File: src/rtl/pipe_ctrl.sv
// Pipeline sequencer for the 5-stage RV32I hart: per-stage stall/flush controls,
// fetch enable, halt/trap drain sequencing and saturating stall/flush counters.
module pipe_ctrl #(
  parameter int unsigned CNT_W = 32
) (
  input  logic             i_clk,
  input  logic             i_rst,
  input  logic             i_load_use,
  input  logic             i_flush_req,
  input  logic             i_imem_busy,
  input  logic             i_dmem_busy,
  input  logic             i_id_valid,
  input  logic             i_id_halt,
  input  logic             i_id_trap,
  input  logic             i_wb_valid,
  input  logic             i_wb_halt,
  output logic             o_fetch_en,
  output logic             o_if_stall,
  output logic             o_id_stall,
  output logic             o_ex_stall,
  output logic             o_mem_stall,
  output logic             o_id_flush,
  output logic             o_ex_flush,
  output logic             o_halted,
  output logic             o_trap,
  output logic [1:0]       o_state,
  output logic [CNT_W-1:0] o_stall_cnt,
  output logic [CNT_W-1:0] o_flush_cnt
);

  localparam logic [1:0] BOOT   = 2'd0;
  localparam logic [1:0] RUN    = 2'd1;
  localparam logic [1:0] DRAIN  = 2'd2;
  localparam logic [1:0] HALTED = 2'd3;

  logic [1:0]       state_q, state_d;
  logic             trap_q, trap_d;
  logic             halted_q, halted_d;
  logic [CNT_W-1:0] stall_cnt_q, flush_cnt_q;
  logic             flush_acc;
  logic             stall_inc;

  always_comb begin
    o_fetch_en  = 1'b0;
    o_if_stall  = 1'b0;
    o_id_stall  = 1'b0;
    o_ex_stall  = 1'b0;
    o_mem_stall = 1'b0;
    o_id_flush  = 1'b0;
    o_ex_flush  = 1'b0;
    flush_acc   = 1'b0;
    state_d     = state_q;
    trap_d      = trap_q;
    halted_d    = halted_q;

    case (state_q)
      BOOT: begin
        o_if_stall  = 1'b1;
        o_id_stall  = 1'b1;
        o_ex_stall  = 1'b1;
        o_mem_stall = 1'b1;
        o_id_flush  = 1'b1;
        o_ex_flush  = 1'b1;
        state_d     = RUN;
      end
      RUN, DRAIN: begin
        if (i_dmem_busy) begin
          o_if_stall  = 1'b1;
          o_id_stall  = 1'b1;
          o_ex_stall  = 1'b1;
          o_mem_stall = 1'b1;
        end else if (i_flush_req) begin
          // Redirect; in DRAIN this means the halt was on the wrong path.
          o_id_flush = 1'b1;
          o_ex_flush = 1'b1;
          o_fetch_en = 1'b1;
          flush_acc  = 1'b1;
          if (state_q == DRAIN) begin
            state_d = RUN;
            trap_d  = 1'b0;
          end
        end else if (i_load_use) begin
          o_if_stall = 1'b1;
          o_id_stall = 1'b1;
          o_ex_flush = 1'b1;
        end else if (state_q == RUN) begin
          if (i_imem_busy) begin
            o_if_stall = 1'b1;
            o_id_flush = 1'b1;
          end else begin
            o_fetch_en = 1'b1;
          end
          if (i_id_valid && (i_id_halt || i_id_trap)) begin
            state_d = DRAIN;
            trap_d  = i_id_trap;
          end
        end else begin
          o_if_stall = 1'b1;
          o_id_flush = 1'b1;
        end

        if (state_q == DRAIN && !i_dmem_busy && !i_flush_req && i_wb_valid && i_wb_halt) begin
          state_d  = HALTED;
          halted_d = 1'b1;
        end
      end
      default: begin
        o_if_stall  = 1'b1;
        o_id_stall  = 1'b1;
        o_ex_stall  = 1'b1;
        o_mem_stall = 1'b1;
      end
    endcase
  end

  assign stall_inc = ((state_q == RUN) || (state_q == DRAIN)) && o_if_stall;

  always_ff @(posedge i_clk or negedge i_rst) begin
    if (!i_rst) begin
      state_q     <= BOOT;
      trap_q      <= 1'b0;
      halted_q    <= 1'b0;
      stall_cnt_q <= '0;
      flush_cnt_q <= '0;
    end else begin
      state_q  <= state_d;
      trap_q   <= trap_d;
      halted_q <= halted_d;
      if (stall_inc && (stall_cnt_q != {CNT_W{1'b1}})) begin
        stall_cnt_q <= stall_cnt_q + CNT_W'(1);
      end
      if (flush_acc && (flush_cnt_q != {CNT_W{1'b1}})) begin
        flush_cnt_q <= flush_cnt_q + CNT_W'(1);
      end
    end
  end

  assign o_state     = state_q;
  assign o_trap      = trap_q;
  assign o_halted    = halted_q;
  assign o_stall_cnt = stall_cnt_q;
  assign o_flush_cnt = flush_cnt_q;

endmodule

File: config.mk
export PLATFORM = sky130hd
export DESIGN_NAME = pipe_ctrl
export DESIGN_NICKNAME = d
export VERILOG_FILES = /design/src/rtl/pipe_ctrl.sv
export SDC_FILE = /design/constraint.sdc
export NUM_CORES = 1
export LEC_CHECK = 0
export CORE_ASPECT_RATIO = 0.9
export CORE_MARGIN = 5
export CORE_UTILIZATION = 60
export DETAILED_ROUTE_END_ITERATION = 6
export DONT_BUFFER_PORTS = 1
export PLACE_DENSITY = 0.88
export SYNTH_ARGS = -nofsm -noshare
export SYNTH_HDL_FRONTEND = slang
export SYNTH_SLANG_ARGS = --single-unit
File: constraint.sdc
create_clock -name i_clk -period 6.2 [get_ports i_clk]
set_clock_uncertainty 0.1 [all_clocks]
set_input_delay 0.62 -clock i_clk [delete_from_list [all_inputs] [get_ports i_clk]]
set_output_delay 0.62 -clock i_clk [all_outputs]
set_load 0.02 [all_outputs]
Yosys cells after proc, flatten, opt, wreduce, memory -nomap -nowiden
Index checks and enable logic that the tools add are counted.
{"block": "word_totals", "elab_cells": 80, "out_inout_bits": 75, "regBits": 68, "in_bits": 11}
{"block": "op_classes", "muxes": 41, "eq_ne": 11, "n_addsub": 2, "n_reduce_logical": 20, "bitwise": 1}
{"op": "adder 32 x 1 -> 32 bit, second input constant", "count": 2}
{"op": "inequality test 32 bit, second input constant", "count": 2}
{"op": "2-to-1 mux 1 bit", "count": 31}
{"op": "inequality test 4 bit, second input constant", "count": 4}
{"op": "2-to-1 mux 2 bit", "count": 7}
{"op": "AND reduction 6 bit", "count": 2}
{"op": "logical AND 1 bit", "count": 8}
{"op": "nonzero test 2 bit", "count": 3}
{"op": "inequality test 2 x 1 -> 1 bit, second input constant", "count": 2}
{"op": "case mux 1 bit (2 select lines)", "count": 2}
{"op": "case mux 2 bit (2 select lines)", "count": 1}
{"op": "inequality test 3 bit, second input constant", "count": 1}
{"op": "equality test 2 x 1 -> 1 bit, second input constant", "count": 1}
{"op": "equality test 2 bit, second input constant", "count": 1}
{"op": "zero test 1 bit", "count": 2}
{"op": "zero test 2 bit", "count": 1}
{"op": "logical OR 1 bit", "count": 2}
{"op": "AND reduction 2 bit", "count": 1}
{"op": "OR reduction 2 bit", "count": 1}
{"op": "inverter 1 bit", "count": 1}

Longest topological paths before layout
{"block": "depth", "depth_word": 9, "mapped_depth": 8, "ltp_nobuf": 8}

Worst setup path before layout
OpenSTA, ideal clock, no wires.
{"block": "synth_timing", "kind": "reg-to-output", "startpoint": "reg state_q[0] (netlist: o_state[0])", "endpoint": "out o_if_stall", "required_ps": 5480, "stages_incl_launch_ff": 7, "setup_slack_ps": 3465, "t_arrival_ps": 2015, "path_buffers": 0, "path_cell_list": "dfrtp_1 > inv_1 > ha_1 > nor2b_1 > inv_1 > nor2_1 > inv_1"}
{"block": "synth_via", "elab_chain_len": 6, "elab_cells_between_ends": 8, "classes_between": "eq/ne: 2; mux: 5; reduce/logical: 1"}
{"element": "from (decl)", "line": "36", "source": "logic [1:0] state_q, state_d;"}
{"element": "from (signal assigned)", "line": "126", "source": "state_q <= state_d;"}
{"element": "equality test 2 x 1 -> 1 bit", "line": "56, 86"}
{"element": "2-to-1 mux 1 bit", "line": "86", "source": "end else if (state_q == RUN) begin"}
{"element": "2-to-1 mux 1 bit", "line": "82", "source": "end else if (i_load_use) begin"}
{"element": "2-to-1 mux 1 bit", "line": "72", "source": "end else if (i_flush_req) begin"}
{"element": "2-to-1 mux 1 bit", "line": "67", "source": "if (i_dmem_busy) begin"}
{"element": "2-to-1 mux 1 bit (*)", "line": "56", "source": "case (state_q)"}
{"element": "to (decl)", "line": "18", "source": "output logic o_if_stall,"}
Every way passes the cells marked *; elsewhere a longest branch is shown, timed or not.

Final worst setup path
Ends and elaborated chain as after synthesis.

==> results.md <==
- Result of the run: finished clean
- CTS tree: built
- Clock Path Buffers: 2
- Nets: 356
- Synthesized instance count: between 300 and 400
- Fin cells: 414
- Post-synthesis xor/xnor area fraction: between 10% and 20%
- Total Neg Setup Slack: 0 ns
- Multi-input gate area: between 1500 and 2000 µm²
- Post-Route Hold Slack: 0.0379 ns
- Synth-to-layout area growth: 7.31%
- Count of antenna diodes in the layout: 0
- Share of power burned in combinational logic: 20.1%
- Count of yosys warnings during synthesis: 0
- Unrepaired setup endpoints after global routing: false
- Total placed instance area: 3590 µm²
- Detailed-route wire length per cell: approximately 19 µm
- Die Span X: 91.0 µm
- Critical path's slowest cell: dfrtp_1
- Peak ir drop on the vdd network: 0.246 mV
- Total via count in the routed design: approximately 2600
- I/O pin count: 86
- Number of library cell types mapped by synthesis: 51
- Data arrival time at the worst-slack endpoint: 2.67 ns
- Dpl hpwl: 5.67 mm
- Main synth FF type: dfrtp_1
- Post-synthesis async set-or-reset flop share: 100%
- Part of the Yosys area used for sequential elements: between 40% and 50%
- Final non-filler cell area: 3800 µm²
- Mux cell area share after synthesis: less than 1%
- Slew @ Worst Pin: 0.852 ns
- Aggregate global-route resource usage: a little over a fifth
- Final count of negative-setup-slack endpoints: 0
- Final estimated routing congestion in global placement: 0.827
- Aggregate routed wire length: a little under 8 mm
- Final hold violation count: 0
- Switching fraction of total power: between 30% and 40%
- Cell internal power dissipation: 763 µW
- Setup WS post-layout: about 2.8 ns
- Cell with the most instances on the worst path: inv_1
- Wire length of the first global-routing pass: around 13 mm
- Number of enable flip-flop cells after synthesis: 0
- Root buffer selected by CTS: clkbuf_8
- Worst Setup Slack post-DPL: approximately 3.1 ns
- Number of buffers inserted by port buffering: 0
- Number of cells after detailed placement: 397
- Starting density of the core: 62.2%
- Compound-Gate Fraction of Synth Area: 3.71%
- Stage delay of the slowest cell on the critical path: approximately 0.51 ns
- Worst-path fanout max: 7
- Switching power of the nets: 459 µW
- Cell area after synthesis: 3540 µm²
- Clock tree sinks: 68
- Synth Area per Inst: 10.6 µm²
- Maximum achievable frequency: 295 MHz
- Final-report max-slew violation count: 0
- CP Data Required Time: between 5 and 6 ns
- Worst-path cell chain: inv_1 > ha_1 > nor2b_1 > inv_1 > nor2_1 > inv_1
- Net count after synthesis: 351
- Largest family of logic cells by synthesized area: simple AND/OR/NAND/NOR gates
- Max_cap viols: 0
- Post-CTS sizing: 0
- H-tree lvl count: 3
- First drt pass iteration count: 4
- Leak: ~0.0017 µW
- Hold/Removal Path Class: input pin to async pin
- Number of buffers created by CTS: 9
- Clock transition time at the flip-flop clock pins of the worst setup and hold paths: 0.07 ns
- Height of the die: 82.9 µm
- Area of the die: 7540 µm²
- Power share of the sequential group: around 50%
- Leftover overflow at the end of global routing: 0
- Final worst path period share: about 55%
- Latest clock arrival within the worst-skew pair: 0.34 ns
- Placeable Area: about 5700 µm²
- Sequential cell area: 1700 µm²
- Seq cells post-synth: 68
- Vias per inst: about 6.3
- Simple-gate share of the synthesized area: 27.7%
- Remaining antenna violation count: 0
- Number of DRC markers in iteration 0: 125
- Critical Path End Type: output pin
- Row count: 26
- Via count of the first global-routing pass: 2536
- Power density normalized to cell area: 322 nW/µm²
- Fraction of final layout cells sized beyond drive strength 1: 8.72%
- Kind of launch point of the worst setup path: register
- Antenna violations before repair: 0
- Crit Path Class: register to output pin
- DR DRC count: 0
- Worst rel slew slack: 42.7%
- Clock network fraction of total power: 28.5%
- Time the final worst path needs with I/O delays and setup: around 3.4 ns
- Adder and majority gate portion of the synthesized area: between 2 and 2.5%
- Post-CTS repair timing setup buffer count: 0
- Largest net degree at the start of global routing: 69
- Filler instances: between 400 and 500
-- cell usage in the layout, fill, tap and decap left out, types with 3 or more instances in the layout --
| cell | count |
|---|---|
| nand2_1 | 28 |
| and3_1 | 14 |
| inv_1 | 10 |
| clkinv_2 | 3 |
| clkbuf_8 | 9 |
| nor4_2 | 3 |
| ha_1 | 6 |
| and2_1 | 3 |
| nand2b_1 | 4 |
| a21oi_1 | 5 |
| xor2_1 | 15 |
| dfrtp_1 | 68 |
| nor3_1 | 5 |
| nor2_1 | 19 |
| nand4_1 | 31 |
| nor2b_1 | 4 |
| nand3_1 | 19 |
| nand4b_1 | 3 |
| nor4_1 | 3 |
| xnor2_1 | 44 |
| and4_1 | 7 |
-- per-stage QoR --
stage	utilization (%)	total power, µW
after global placement	63.0	864
after CTS	66.7	1240
after floorplan	-	819
after global routing	66.7	1300
final	66.7	1220
after detailed placement	63.0	877
-- final timing paths --
path	from	end	slack, ns	cells past startpoint
setup / recovery	o_state[0]	o_if_stall	2.81	6
hold / removal	i_rst	o_flush_cnt[25]	0.04	1
setup reg to reg	o_state[0]	o_flush_cnt[17]	3.11	8
hold reg to reg	o_flush_cnt[25]	o_flush_cnt[25]	0.53	1
max in group asynchronous	i_rst	o_stall_cnt[2]	5.66	1
min in group i_clk	i_id_trap	o_trap	0.38	2
-- power groups by stage --
stage	clock (µW)	combinational [µW]	sequential, µW
floorplan	0	203	616
global placement	0	229	635
detailed placement	0	238	639
CTS	357	250	630
global route	381	274	641
finish	348	246	629
-- area by class of cell --
type                            instances  share of cell area [%]
Timing Repair Buffer                    2                   0.922
Sequential cell                        68                    44.8
Multi-Input combinational cell        248                    46.2
Clock inverter                          5                    1.38
Inverter                               10                   0.988
Tap cell                               70                    2.30
Clock buffer                           11                    3.46
-- kinds of logic (layout without fill, tap and decap cells) --
| logic type | after synthesis | count (layout) |
|---|---|---|
| muxes | 3 | 3 |
| buffers and inverters | 18 | 28 |
| AOI/OAI and AO/OA | 18 | 18 |
| xor gates and xnor gates | 60 | 60 |
| DFF | 68 | 68 |
| and+or+nand+nor | 161 | 161 |
| adders and majority gates | 6 | 6 |
-- cells in the mapped netlist (5+ instances only) --
| library cell | number | area, µm² |
|---|---|---|
| buf_2 | 5 | 25.0 |
| nor3_1 | 5 | 25.0 |
| xnor2_1 | 44 | 385 |
| nor2_1 | 19 | 71.3 |
| xor2_1 | 15 | 131 |
| ha_1 | 6 | 75.1 |
| and3_1 | 14 | 87.6 |
| dfrtp_1 | 68 | 1700 |
| inv_1 | 10 | 37.5 |
| and4_1 | 7 | 61.3 |
| nand4_1 | 31 | 194 |
| a21oi_1 | 5 | 25.0 |
| nand3_1 | 19 | 95.1 |
| nand2_1 | 28 | 105 |
-- worst max-delay path: cells and delay by family, from the launching register on --
family,cells,cell delay (ns)
simple gates,2,0.79
fa+ha+maj,1,0.40
flops,1,0.51
buf+inv,3,0.64
-- per-layer routing --
metal	wire [µm]	track usage, %	vias up
li1	-	-	1210
met2	3760	33.2	107
met1	3080	25.8	1268
met4	165	6.80	0
met5	0	0	-
met3	776	10.5	19
-- sequential cells by signal (all words and copies together) (netlist names) --
name	flops
o_trap	1
o_flush_cnt	32
o_halted	1
o_state	2
o_stall_cnt	32
-- repair_timing --
item | in CTS | in global routing
hold buffers | 1 | 0
endpoints found under the hold margin | 68 | 0
setup endpoints to repair | 0 | 0
Power figures use the tool's default switching activity.
